--- config.mk ---
export PLATFORM = sky130hd
export DESIGN_NAME = picorv_hpdc_adapter
export DESIGN_NICKNAME = d
export VERILOG_FILES = /design/src/rtl/picorv_hpdc_adapter.sv
export SDC_FILE = /design/constraint.sdc
export NUM_CORES = 1
export LEC_CHECK = 0
export ABC_AREA = 1
export CAP_MARGIN = 20
export CORE_ASPECT_RATIO = 1.2
export CORE_MARGIN = 2
export CORE_UTILIZATION = 45
export DETAILED_ROUTE_END_ITERATION = 16
export DONT_BUFFER_PORTS = 1
export HOLD_SLACK_MARGIN = 0.02
export SYNTH_ARGS = -nofsm -noshare
export SYNTH_HDL_FRONTEND = slang
export SYNTH_SLANG_ARGS = --single-unit
--- constraint.sdc ---
create_clock -name clk_i -period 4.7 [get_ports clk_i]
set_input_delay 1.175 -clock clk_i [delete_from_list [all_inputs] [get_ports clk_i]]
set_output_delay 1.175 -clock clk_i [all_outputs]
set_load 0.01 [all_outputs]
--- src/rtl/picorv_hpdc_adapter.sv ---
// rtl/picorv_hpdc_adapter.sv - PicoRV32 native memory port to HPDcache request/response bridge
// One outstanding transaction, rolling tid, address-derived uncacheable flag, bounded response wait.
module picorv_hpdc_adapter #(
  parameter int unsigned TidWidth      = 4,
  parameter logic [31:0] UncachedBase  = 32'h8000_0000,
  parameter int unsigned TimeoutCycles = 1024
) (
  input  logic                clk_i,
  input  logic                reset_i,
  input  logic                mem_valid_i,
  input  logic [31:0]         mem_addr_i,
  input  logic [31:0]         mem_wdata_i,
  input  logic [3:0]          mem_wstrb_i,
  output logic                mem_ready_o,
  output logic [31:0]         mem_rdata_o,
  output logic                req_valid_o,
  input  logic                req_ready_i,
  output logic [31:0]         req_addr_o,
  output logic                req_op_o,
  output logic [31:0]         req_wdata_o,
  output logic [3:0]          req_be_o,
  output logic [1:0]          req_size_o,
  output logic [TidWidth-1:0] req_tid_o,
  output logic                req_uncacheable_o,
  output logic                req_abort_o,
  input  logic                rsp_valid_i,
  input  logic [TidWidth-1:0] rsp_tid_i,
  input  logic [31:0]         rsp_rdata_i,
  input  logic                rsp_error_i,
  output logic                err_o
);

  localparam int unsigned CntWidth = $clog2(TimeoutCycles + 1);
  localparam logic [CntWidth-1:0] CntLast = CntWidth'(TimeoutCycles - 1);

  typedef enum logic [1:0] {
    IDLE     = 2'd0,
    REQ      = 2'd1,
    WAIT_RSP = 2'd2,
    DONE     = 2'd3
  } state_t;

  state_t              state_q;
  state_t              state_d;
  logic [CntWidth-1:0] cnt_q;
  logic                rsp_hit;
  logic                timeout_hit;
  logic [3:0]          enc_be;
  logic [1:0]          enc_size;
  logic [1:0]          enc_off;

  // The offset is taken from the strobe pattern, so the core's low address bits are redundant.
  logic unused_addr_bits;
  assign unused_addr_bits = ^mem_addr_i[1:0];

  assign rsp_hit     = rsp_valid_i && (rsp_tid_i == req_tid_o);
  assign timeout_hit = (cnt_q == CntLast);

  assign req_valid_o = (state_q == REQ);
  assign mem_ready_o = (state_q == DONE);
  assign req_abort_o = 1'b0;

  always_comb begin
    enc_be   = mem_wstrb_i;
    enc_size = 2'd2;
    enc_off  = 2'd0;
    case (mem_wstrb_i)
      4'h0: enc_be = 4'hF;
      4'h3: enc_size = 2'd1;
      4'hC: begin
        enc_size = 2'd1;
        enc_off  = 2'd2;
      end
      4'h1: enc_size = 2'd0;
      4'h2: begin
        enc_size = 2'd0;
        enc_off  = 2'd1;
      end
      4'h4: begin
        enc_size = 2'd0;
        enc_off  = 2'd2;
      end
      4'h8: begin
        enc_size = 2'd0;
        enc_off  = 2'd3;
      end
      default: ;
    endcase
  end

  always_ff @(posedge clk_i) begin
    if (reset_i) begin
      state_q <= IDLE;
    end else begin
      state_q <= state_d;
    end
  end

  always_comb begin
    state_d = state_q;
    case (state_q)
      IDLE:     if (mem_valid_i) state_d = REQ;
      REQ:      if (req_ready_i) state_d = WAIT_RSP;
      WAIT_RSP: if (rsp_hit || timeout_hit) state_d = DONE;
      DONE:     state_d = IDLE;
      default:  state_d = IDLE;
    endcase
  end

  // Request fields are captured already encoded so every req_* output is a plain register.
  always_ff @(posedge clk_i) begin
    if (reset_i) begin
      req_addr_o        <= '0;
      req_op_o          <= 1'b0;
      req_wdata_o       <= '0;
      req_be_o          <= '0;
      req_size_o        <= '0;
      req_uncacheable_o <= 1'b0;
      req_tid_o         <= '0;
      mem_rdata_o       <= '0;
      err_o             <= 1'b0;
      cnt_q             <= '0;
    end else begin
      case (state_q)
        IDLE: begin
          if (mem_valid_i) begin
            req_addr_o        <= {mem_addr_i[31:2], enc_off};
            req_op_o          <= |mem_wstrb_i;
            req_wdata_o       <= mem_wdata_i;
            req_be_o          <= enc_be;
            req_size_o        <= enc_size;
            req_uncacheable_o <= (mem_addr_i >= UncachedBase);
          end
        end
        REQ: begin
          if (req_ready_i) cnt_q <= '0;
        end
        WAIT_RSP: begin
          cnt_q <= cnt_q + CntWidth'(1);
          // A matching response wins over a timeout landing in the same cycle.
          if (rsp_hit) begin
            mem_rdata_o <= rsp_rdata_i;
            err_o       <= err_o | rsp_error_i;
          end else if (timeout_hit) begin
            mem_rdata_o <= 32'hDEAD_BEEF;
            err_o       <= 1'b1;
          end
        end
        DONE: begin
          req_tid_o <= req_tid_o + TidWidth'(1);
        end
        default: ;
      endcase
    end
  end

endmodule
=== Word-level counts from Yosys, hierarchy flattened ===
Index checks and enable logic that the tools add are counted.

* $add $sub $neg: 2
* Magnitude comparators: 1
* Equal/unequal tests: 14
* Multiplexer cells: 13
* Bitwise operators: 1
* Reductions and logical operators: 14

{| class="wikitable"
|+ Operators by type and width
! kind !! count
|-
| 32-bit 2-to-1 mux || 2
|-
| 32-bit greater-or-equal comparator, second input constant || 1
|-
| 11-bit case mux with 2 select lines || 1
|-
| 11-bit by 1-bit adder with 11-bit output, second input constant || 1
|-
| 11-bit by 10-bit == test with 1-bit output, second input constant || 1
|-
| 11-bit 2-to-1 mux || 1
|-
| 4-bit by 2-bit == test with 1-bit output, second input constant || 2
|-
| 4-bit == test, second input constant || 2
|-
| 2-bit case mux with 4 select lines || 1
|-
| 4-bit OR reduction || 2
|-
| 2-bit 2-to-1 mux || 3
|-
| 2-bit case mux with 3 select lines || 1
|-
| 2-bit AND reduction || 3
|-
| 4-bit by 1-bit adder with 4-bit output, second input constant || 1
|-
| 2-bit == test, second input constant || 2
|-
| 4-bit by 1-bit == test with 1-bit output, second input constant || 1
|-
| 4-bit by 3-bit == test with 1-bit output, second input constant || 1
|-
| 4-bit == test || 1
|-
| 4-bit logical NOT || 1
|-
| 4-bit 2-to-1 mux || 1
|-
| 2-bit != test, second input constant || 2
|-
| 2-bit case mux with 2 select lines || 1
|-
| 2-bit nonzero test || 2
|-
| 2-bit OR reduction || 2
|-
| other kinds (8) || 9
|}

* Register bits after elaboration: 122
* Input port bits: 110
* Output and inout bits: 112
* Logic and storage cells: 56

=== Depth between registers and ports, before layout ===
Gate-level depths: netlist of the first run.

* Depth in word-level cells: 5
* Gate-level depth with buffers: 11
* Mapped depth without buffers: 11

=== Worst setup path before layout of the first run ===
No wires, ideal clock.

* Kind: input -> register
* From: in rsp_tid_i[0]
* To: reg mem_rdata_o[14]
* Setup time: 0.132 ns
* Arrival: 1.963 ns
* Required time: 4.568 ns
* Path slack: 2.604 ns
* Stages on the path: 9
* Buffers on the path: 0
* Cells stage by stage: inv_1 > nand2_1 > nand2_1 > nor2_2 > nand3_2 > nand2_2 > nand2_1 > nand2_1 > a21oi_1

* Word-level cells in the longest chain between the ends: 4
* Elaborated cells on any way between the ends: 5
* Classes of those cells: eq/ne (1); mux (1); reduce/logical (3)

{| class="wikitable"
|+ RTL lines
! element !! line !! source
|-
| start: declaration || 27 || <nowiki>input logic [TidWidth-1:0] rsp_tid_i,</nowiki>
|-
| 4-bit == test (*) || 56 || <nowiki>assign rsp_hit = rsp_valid_i && (rsp_tid_i == req_tid_o);</nowiki>
|-
| 1-bit logical AND (*) || 56 ||
|-
| 2-bit nonzero test (no source line) || -- ||
|-
| 2-bit AND reduction (no source line) || -- ||
|-
| end signal: assignment || 142 || <nowiki>mem_rdata_o <= rsp_rdata_i;</nowiki>
|-
| end: declaration || 15 || <nowiki>output logic [31:0] mem_rdata_o,</nowiki>
|}

Mark *: on every way between the ends. The rest lies on a longest branch, timed or not.
A chain may end at the register's enable or synchronous reset.

=== Worst setup path in the final report of the first run ===
* From: in mem_valid_i
* To: reg req_be_o[2]

* Word-level cells in the longest chain between the ends: 1

{| class="wikitable"
|+ RTL lines
! element !! line !! source
|-
| start: declaration || 10 || <nowiki>input logic mem_valid_i,</nowiki>
|-
| 2-bit AND reduction (no source line) || -- ||
|-
| end signal: assignment || 130 || <nowiki>req_be_o <= enc_be;</nowiki>
|-
| end: declaration || 21 || <nowiki>output logic [3:0] req_be_o,</nowiki>
|}

No other way between the ends.

==> out/qor.yml, run 1 <==
floorplanning:
  core_um2: 10400
  initial_core_util_pct: 45.7
  die_height_um: 117
  rows: 41
  top_level_ports: 222
  fp.dieArea_um2: 11400
  die_x_um: 97.9
sta:
  fin_crit_ns: 2.32
  setup_viol: 0
  slew_violations: 0
  tns_ns: 0
  rsz0062_at_grt: "no"
  max_freq_mhz: 432
  finalCritPeriodShare_pct: 49.3
  clock_skew_ns: 0.00403
  tightest_slew_ns: 0.691
  hold_viol: 0
  slew_headroom_pct: 53.8
routing:
  routedWlPerCell_um: 14.4
  first_pass_iters: 4
  vias: 3973
  ant_nets: 0
  drc_errors: 0
  wirelength_mm: 11.2
  viasPerCell: 5.13
  drtIter0Drc: 105
clock_network:
  post_cts_buffers: 0
  htreeDepth: 4
  cts_tree: "done"
  ctsResizeCount: 0
  clk-insertion-delay-late_ns: 0.40
  clk_path_buf_depth: 2
  clock_sinks: 122
  cts_root_buf: "clkbuf_16"
  cts_buffers: 17
  clk_pin_slew_ns: 0.05
  hold_buffers: 0
yosys:
  yosysTopAreaCell: "dfxtp_1"
  ys_types: 30
  ys_seq_elements: 122
  synth.yosys.warnings: 0
  syn-instance-count: 645
  synth_ff_type: "dfxtp_1"
  synth_area_per_cell_um2: 7.38
  synth-seq-area-share_pct: 51.3
  yosys-top-cells-area: "dfxtp_1 (51%), nor2_1 (13%), o21ai_0 (7.6%)"
  yosysMostFrequentCell: "nor2_1"
  synth_edf_count: 0
  syn_nets: 762
  synth_top_area_share_pct: 51.3
  syn_area_um2: 4760
  postSynth.asyncResetShare_pct: 0
  synth_common_cells: "nor2_1 (169), dfxtp_1 (122), nand2_1 (95)"
critical_path:
  crit_path_cell_trace: "nand2_1 > buf_4 > inv_2 > buf_12 > nand2_1 > o221ai_1 > inv_1"
  timing.critical_path.from: "mem_valid_i"
  cp_common_cell: "nand2_1"
  worstPathMaxFanout: 66
  r2r_slack_ns: 2.44
  timing.rr.start: "state_q[0]"
  path_buf_inv: 4
  worstSetupPathType: "input port to register"
  r2r_end: "req_be_o[2]"
  required_ns: 5.04
  cp-start-kind: "input port"
  cp-end-kind: "register"
  crit_arrival_ns: 2.66
  critPathMaxStageDelay_ns: 0.46
  crit_family: "buffers and inverters"
  cp_slowest_cell: "buf_4"
  reg2regPathDepth: 9
finish:
  num-fill-cells: 1044
  diodes: 0
  final_core_util_pct: 51.8
  drive_gt1_share_pct: 6.66
  final_net_count: 750
  syn2layout_area_growth_pct: 13.4
pwr:
  total_power_mw: 3.26
  p_leak_nw: 2.29
  ir_drop_uv: 267
  power.density_nw_per_um2: 603
global_routing:
  antenna_found_initial: 0
  grt_use_total_pct: 19.0
  grt_pass1_vias: 3653
  grt_pass1_wl_mm: 17.2
  grt_max_degree: 74
  grt-ovfl-total: 0
hold_path:
  hold_depth: 2
  holdCritStartpoint: "cnt_q[1]"
  worstHoldEndpoint: "cnt_q[1]"
  min_path_type: "register to register"
place:
  port_buffers: 0
  dpl.hpwl_mm: 7.59
  gp_congestion: 0.809
run_status:
  status: "complete, no violations"
run:
  drv_cap: 0
flip-flops by register name, summed over array words and instances, names as in the netlist:
register,flops
err_o,1
req_uncacheable_o,1
state_q,2
req_wdata_o,32
req_op_o,1
req_size_o,2
req_tid_o,4
req_be_o,4
mem_rdata_o,32
cnt_q,11
req_addr_o,32
layer usage:
layer	vias to the layer above	wire (um)	global-route usage [%]	part of all wire, %
met5	-	0	0	0
met4	0	273	8.33	2.4
met3	22	980	8.92	8.8
met2	143	5660	33.7	51
met1	1790	4240	19.1	38
li1	2018	-	-	-
worst max path at each step:
| stage | to | slack, ns | cells past startpoint |
|---|---|---|---|
| 5_1_grt | req_be_o[1] | 2.18 | 9 |
| 4_1_cts | req_be_o[0] | 1.84 | 6 |
| 6_report | req_be_o[2] | 2.38 | 7 |
| 3_3_place_gp | req_be_o[3] | 1.47 | 6 |
| 3_5_place_dp | req_be_o[0] | 1.41 | 6 |
| 2_1_floorplan | mem_rdata_o[14] | 2.60 | 9 |
where the power goes:
group | leakage, nW | internal [mW] | total [mW] | switching (mW)
logic | 1.01 | 0.169 | 0.504 | 0.335
registers | 0.999 | 1.22 | 1.45 | 0.223
clock network | 0.284 | 0.857 | 1.30 | 0.448
total | 2.29 | 2.25 | 3.26 | 1.01
layout make-up:
cell class	count	area, um^2	area share, %
inverters	57	214	3.96
multi-input cells	431	1930	35.8
well taps	129	161	2.99
clock inverters	12	148	2.73
clock buffers	20	457	8.46
repair buffers	4	42.5	0.788
flip-flops and latches	122	2440	45.2
cells in the final DEF, fill, tap and decap left out:
cell type   count
nand3b_1        2
nand2_1        95
buf_4           3
ha_1            7
nor2_2          2
clkinvlp_4      5
clkbuf_1        1
xnor2_1         1
inv_1          54
a31oi_1         2
nand3_2         1
o221ai_1        5
nand4_1         2
o31ai_1         1
nor4_1          1
clkbuf_8        2
a21oi_1        48
clkinv_2        4
buf_12          1
nand3_1        14
nand2_2         1
inv_2           3
a211oi_1        1
bufinv_16       3
conb_1          1
o21ai_0        72
o211ai_1        1
nor2_4          1
clkbuf_16      17
nor3_1          3
dfxtp_1       122
nor2_1        169
o21ai_1         1
per-stage QoR:
stage,cells,instance area (um^2),hold slack (ns),setup WS [ns]
3_3_place_gp,742,4770,0.464,1.47
5_1_grt,775,5400,0.514,2.18
2_1_floorplan,645,4760,0.450,2.60
3_5_place_dp,742,4770,0.471,1.41
4_1_cts,774,5380,0.482,1.84
6_report,775,5400,0.480,2.38
tightest hold or removal path, delay by kind of cell (launching register included):
kind	cells	cell delay, ns
flip-flops	1	0.32
AND/OR/NAND/NOR	1	0.07
AO/OA/AOI/OAI	1	0.05
cells by family after synthesis:
| family | after synthesis | synth area share, % |
|---|---|---|
| adder cells (fa/ha/maj) | 7 | 1.84 |
| AO/OA/AOI/OAI | 131 | 14.4 |
| buffers and inverters | 92 | 8.07 |
| AND/OR/NAND/NOR | 291 | 24.2 |
| other | 1 | 0.0788 |
| XOR/XNOR | 1 | 0.184 |
| flip-flops | 122 | 51.3 |
No activity file was read; power rests on OpenSTA's default activity.
==> inputs of run 2 (changes only) <==
clock period = 1.9 ns   (was 4.7 ns; I/O delays follow)
==> run 2 against run 1 <==
Critical path depth up 3. Largest cell class unchanged. Clock skew rose by 0.0020 ns. Critical endpoint is now cnt_q[10]. Core utilization increased by 0.93 points. Critical path type is now register to register. Highest routed layer unchanged.
==> out/qor.yml, run 2 (synthesized netlist as in run 1, its figures left out) <==
run_status:
  status: "complete, no violations"  # unchanged
hold_path:
  worstHoldEndpoint: "mem_rdata_o[8]"  # was cnt_q[1]
  hold_depth: 1  # was 2
  holdCritStartpoint: "reset_i"  # was cnt_q[1]
  min_path_type: "input port to register"  # was register to register
critical_path:
  cp-start-kind: "register"  # was input port
  worstSetupPathType: "register to register"  # was input port to register
  worstPathMaxFanout: 4  # was 66
  cp_slowest_cell: "dfxtp_1"  # was buf_4
  crit_path_cell_trace: "inv_1 > ha_2 > nand2_1 > o21ai_1 > inv_1 > nand2_1 > nor2_2 > nand3_1 > nor2_1 > nor2_1"  # was nand2_1 > buf_4 > inv_2 > buf_12 > nand2_1 > o221ai_1 > inv_1
  reg2regPathDepth: 10  # was 9
  timing.rr.start: "state_q[1]"  # was state_q[0]
  r2r_end: "cnt_q[10]"  # was req_be_o[2]
  cp-end-kind: "register"  # unchanged
  critPathMaxStageDelay_ns: 0.38  # was 0.46 ns
  required_ns: 2.20  # was 5.04 ns
  r2r_slack_ns: 0.19  # was 2.44 ns
  crit_arrival_ns: 2.01  # was 2.66 ns
finish:
  drive_gt1_share_pct: 8.12  # was 6.66%
  diodes: 0  # unchanged
  multiInputGateArea_um2: 1940  # was 1930 um^2
  final_net_count: 757  # was 750
  layout_common_cells: "nor2_1 (168), dfxtp_1 (122), nand2_1 (95), o21ai_0 (72), inv_1 (53)"  # was nor2_1 (169), dfxtp_1 (122), nand2_1 (95), o21ai_0 (72), inv_1 (54)
  seq_area_um2: 2440  # unchanged
  syn2layout_area_growth_pct: 15.4  # was 13.4%
  num-fill-cells: 1018  # was 1,044
  final_common_cell: "nor2_1"  # unchanged
  top_regs: "mem_rdata_o: 32 flops, req_addr_o: 32 flops, req_wdata_o: 32 flops"  # unchanged
clock_network:
  cts_tree: "done"  # unchanged
  clk-insertion-delay-late_ns: 0.40  # about the same
  cts_root_buf: "clkbuf_16"  # unchanged
  clk_pin_slew_ns: 0.05  # about the same
  clock_sinks: 122  # unchanged
  cts_buffers: 17  # unchanged
  htreeDepth: 4  # unchanged
  clk_path_buf_depth: 2  # unchanged
global_routing:
  grt_max_degree: 66  # was 74
  grt-ovfl-total: 0  # unchanged
  antenna_found_initial: 0  # unchanged
  grt_pass1_vias: 3704  # was 3,653
  grt_use_total_pct: 18.8  # was 19.0%
  grt_pass1_wl_mm: 17.3  # was 17.2 mm
routing:
  ant_nets: 0  # unchanged
  routedWlPerCell_um: 14.1  # was 14.4 um
  first_pass_iters: 4  # unchanged
  drtIter0Drc: 150  # was 105
  viasPerCell: 5.06  # was 5.13
  wirelength_mm: 11.0  # was 11.2 mm
  vias: 3954  # was 3,973
  drc_errors: 0  # unchanged
sta:
  fin_hold_ws_ns: 0.134  # was 0.480 ns
  rsz0062_at_grt: "no"  # unchanged
  finalCritPeriodShare_pct: 90.0
  max_freq_mhz: 585
  tns_ns: 0  # unchanged
  slew_headroom_pct: 65.5  # was 53.8%
  setup_viol: 0  # unchanged
  slew_violations: 0  # unchanged
  fin_crit_ns: 1.71
  hold_viol: 0  # unchanged
  clock_skew_ns: 0.00607  # was 0.00403 ns
  tightest_slew_ns: 0.517  # was 0.691 ns
place:
  port_buffers: 0  # unchanged
  gp_congestion: 0.811  # was 0.809
  dpl.hpwl_mm: 7.79  # was 7.59 mm
run:
  drv_cap: 0  # unchanged
floorplanning:
  core_um2: 10400  # unchanged
  die_height_um: 117  # unchanged
  rows: 41  # unchanged
  fp.dieArea_um2: 11400  # unchanged
  initial_core_util_pct: 45.7  # unchanged
  die_x_um: 97.9  # unchanged
  top_level_ports: 222  # unchanged
pwr:
  ir_drop_uv: 748  # was 267 uV
  power.density_nw_per_um2: 1490  # was 603 nW/um^2
  p_leak_nw: 2.35  # was 2.29 nW
-- run 2: cell types whose count changed in the layout (fill, tap and decap cells not counted) --
| cell | previous run | this run |
|---|---|---|
| inv_4 | 0 | 1 |
| clkinvlp_4 | 5 | 3 |
| nor2_1 | 169 | 168 |
| ha_2 | 0 | 1 |
| ha_1 | 7 | 6 |
| inv_1 | 54 | 53 |
| buf_12 | 1 | 2 |
| buf_4 | 3 | 9 |
| clkinv_4 | 0 | 1 |
| nor2_2 | 2 | 3 |
| bufinv_16 | 3 | 4 |
-- run 2: how the worst max path moves through the flow --
stage,startpoint,endpoint,slack [ns],depth (start not counted)
after floorplan,state_q[1],cnt_q[7],0.33,10
after global placement,state_q[1],cnt_q[10],0.18,10
after detailed placement,state_q[1],cnt_q[10],0.12,10
after CTS,state_q[1],cnt_q[10],0.07,11
after global routing,state_q[1],cnt_q[7],0.03,10
final,state_q[1],cnt_q[10],0.19,10
-- run 2: what timing repair did --
item,CTS,global route
resized for setup,0,5
buffers inserted,0,0
setup endpoints to repair,0,8
hold buffers,0,0
-- run 2: final cells by class --
cell class	count	share of cell area [%]
inverters	57	3.94
clock buffers	20	8.31
repair buffers	11	1.96
well taps	129	2.94
multi-input cells	431	35.3
flip-flops and latches	122	44.4
clock inverters	12	3.12
-- run 2: routing by layer --
metal	GRT usage, %	routed length, um	part of all wire (%)
met3	9.52	1080	9.8
met1	19.1	4110	37
met2	32.9	5630	51
met5	0	0	0
met4	7.69	221	2.0
-- run 2: report_power, final --
| part | internal [mW] | total (mW) | switching, mW |
|---|---|---|---|
| clock network | 2.25 | 3.37 | 1.12 |
| registers | 3.03 | 3.58 | 0.552 |
| logic | 0.428 | 1.25 | 0.823 |
-- run 2: through the flow --
stage	power, mW	instance area (um^2)	worst slack [ns]	cells	util [%]
4_1_cts	8.29	5490	0.0672	782	52.7
5_1_grt	8.67	5500	0.0313	782	52.8
6_report	8.20	5500	0.189	782	52.8
2_1_floorplan	4.55	4760	0.331	645	-
3_3_place_gp	4.84	4860	0.175	750	46.7
3_5_place_dp	4.90	4860	0.124	750	46.7
-- run 2: worst max-delay path, delay by kind of cell, from the launching register on --
family          cells  cell delay, ns
compound gates      1            0.13
fa+ha+maj           1            0.22
buf+inv             2            0.23
flops               1            0.38
simple gates        6            0.64
==> inputs of run 3 (changes only) <==
CORE_MARGIN = 1   (was 2)
PLACE_DENSITY = 0.6   (was unset)
==> run 3 against run 2 <==
Hold slack gained 0.0047 ns. Sequential share of layout area rose by 0.061 points. Critical path depth shrank 3. Register-to-register slack improved by 0.05 ns. Design area fell by 0.14%. Clock power shrank 4%. Wire length down 2.1%. First-iteration DRC count increased by 8.0%. Count of clock-buffer cells in the layout stayed put. Critical path type unchanged. Critical endpoint is now req_be_o[1]. Highest routed layer unchanged.
==> out/qor.yml, run 3 (synthesized netlist as in run 1, its figures left out) <==
floorplanning:
  die_height_um: 115  # was 117 um
  core_um2: 10200  # was 10,400 um^2
  top_level_ports: 222  # unchanged
  die_x_um: 95.9  # was 97.9 um
  fp.dieArea_um2: 11000  # was 11,400 um^2
  initial_core_util_pct: 46.9  # was 45.7%
  rows: 40  # was 41
finish:
  seq_area_um2: 2440  # unchanged
  final_common_cell: "nor2_1"  # unchanged
  syn2layout_area_growth_pct: 15.3  # was 15.4%
  diodes: 0  # unchanged
  top_regs: "mem_rdata_o: 32 flops, req_addr_o: 32 flops, req_wdata_o: 32 flops"  # unchanged
  layout_common_cells: "nor2_1 (168), dfxtp_1 (122), nand2_1 (93), o21ai_0 (72), inv_1 (54)"  # was nor2_1 (168), dfxtp_1 (122), nand2_1 (95), o21ai_0 (72), inv_1 (53)
  num-fill-cells: 999  # was 1,018
  drive_gt1_share_pct: 8.70  # was 8.12%
  multiInputGateArea_um2: 1950  # was 1940 um^2
  final_net_count: 759  # was 757
sta:
  clock_skew_ns: 0.00535  # was 0.00607 ns
  finalWorstSetupSlack_ns: 0.237  # was 0.189 ns
  setup_viol: 0  # unchanged
  hold_viol: 0  # unchanged
  max_freq_mhz: 601  # was 585 MHz
  tns_ns: 0  # unchanged
  rsz0062_at_grt: "no"  # unchanged
  fin_crit_ns: 1.66  # was 1.71 ns
  finalCritPeriodShare_pct: 87.5  # was 90.0%
  slew_violations: 0  # unchanged
clock_network:
  clk-insertion-delay-late_ns: 0.40  # about the same
  cts_tree: "done"  # unchanged
  clock_sinks: 122  # unchanged
  clk_path_buf_depth: 2  # unchanged
  cts_buffers: 17  # unchanged
  hold_buffers: 0  # unchanged
  htreeDepth: 4  # unchanged
  cts_root_buf: "clkbuf_16"  # unchanged
  clk_pin_slew_ns: 0.05  # about the same
critical_path:
  cp-start-kind: "register"  # unchanged
  cp_slowest_cell: "dfxtp_1"  # unchanged
  crit_arrival_ns: 1.95  # was 2.01 ns
  crit_path_cell_trace: "inv_1 > ha_1 > nand2_2 > inv_2 > nand2_1 > o221ai_1 > inv_1"  # was inv_1 > ha_2 > nand2_1 > o21ai_1 > inv_1 > nand2_1 > nor2_2 > nand3_1 > nor2_1 > nor2_1
  worstPathMaxFanout: 23  # was 4
  cp-end-kind: "register"  # unchanged
  required_ns: 2.19  # was 2.20 ns
  cp_common_cell: "inv_1"
  critPathMaxStageDelay_ns: 0.33  # was 0.38 ns
  worstSetupPathType: "register to register"  # unchanged
place:
  dpl.hpwl_mm: 7.74  # was 7.79 mm
  gp_congestion: 0.760  # was 0.811
  port_buffers: 0  # unchanged
  dp_slack_ns: 0.123  # was 0.124 ns
global_routing:
  grt-ovfl-total: 0  # unchanged
  antenna_found_initial: 0  # unchanged
  grt_use_total_pct: 19.7  # was 18.8%
  grt_pass1_wl_mm: 16.7  # was 17.3 mm
  grt_pass1_vias: 3704  # unchanged
  grt_max_degree: 56  # was 66
routing:
  vias: 3933  # was 3,954
  ant_nets: 0  # unchanged
  drc_errors: 0  # unchanged
  wirelength_mm: 10.8  # was 11.0 mm
  first_pass_iters: 4  # unchanged
  routedWlPerCell_um: 13.8  # was 14.1 um
  viasPerCell: 5.04  # was 5.06
  drtIter0Drc: 162  # was 150
run:
  drv_cap: 0  # unchanged
hold_path:
  min_path_type: "input port to register"  # unchanged
pwr:
  power.density_nw_per_um2: 1480  # was 1490 nW/um^2
  ir_drop_uv: 729  # was 748 uV
  p_leak_nw: 2.35  # about the same
run_status:
  status: "complete, no violations"  # unchanged
## run 3: cell types whose count changed in the layout (fill, tap and decap cells not counted)
cell,before,now
inv_6,0,1
buf_4,9,11
nand2_1,95,93
clkinv_4,1,0
o21ai_1,1,0
nand2_2,1,3
clkinv_2,4,5
bufinv_16,4,3
inv_1,53,54
o21ai_2,0,1
inv_4,1,0
## run 3: cell type report
| type | instances | share of cell area (%) |
|---|---|---|
| multi-input cells | 431 | 35.5 |
| well taps | 126 | 2.87 |
| inverters | 57 | 3.90 |
| clock buffers | 20 | 8.32 |
| flip-flops and latches | 122 | 44.5 |
| clock inverters | 12 | 2.67 |
| repair buffers | 13 | 2.23 |
## run 3: final timing paths
path	from	endpoint	slack [ns]	cells past startpoint
worst max-delay path	state_q[0]	req_be_o[1]	0.24	7
worst min-delay path	reset_i	mem_rdata_o[24]	0.14	1
worst max register to register	state_q[0]	req_be_o[1]	0.24	7
worst min register to register	cnt_q[8]	cnt_q[8]	0.49	1
## run 3: report_power, final
| part | leakage [nW] | switching (mW) | internal (mW) |
|---|---|---|---|
| Combinational | 1.06 | 0.837 | 0.466 |
| Sequential | 0.999 | 0.552 | 3.03 |
| Clock | 0.292 | 1.10 | 2.12 |
## run 3: layer usage
metal	part of all wire, %	vias up	GRT usage, %	wire length, um
li1	-	2038	-	-
met1	39	1730	20.7	4220
met2	49	147	33.1	5330
met3	9.6	18	9.69	1040
met4	2.0	0	8.26	214
met5	0	-	0	0
## run 3: what timing repair did
item                       4_1_cts  5_1_grt
setup endpoints to repair        0        8
buffers inserted                 0        1
resized for setup                0        4
## run 3: critical path, delay by kind of cell (launching register included)
family                     cells  cell delay (ns)
buffers and inverters          3             0.49
adders and majority gates      1             0.21
and+or+nand+nor                2             0.32
AOI/OAI and AO/OA              1             0.20
DFF                            1             0.33
## run 3: through the flow
step	total power, mW	cells	utilization (%)	hold WS, ns	cell area [um^2]
after global placement	4.86	748	47.9	0.464	4870
after detailed placement	4.92	748	47.9	0.481	4870
final	8.11	781	54.0	0.139	5490
after CTS	8.16	780	53.8	0.124	5470
after global routing	8.58	781	54.0	0.119	5490
after floorplan	4.55	645	-	0.450	4760
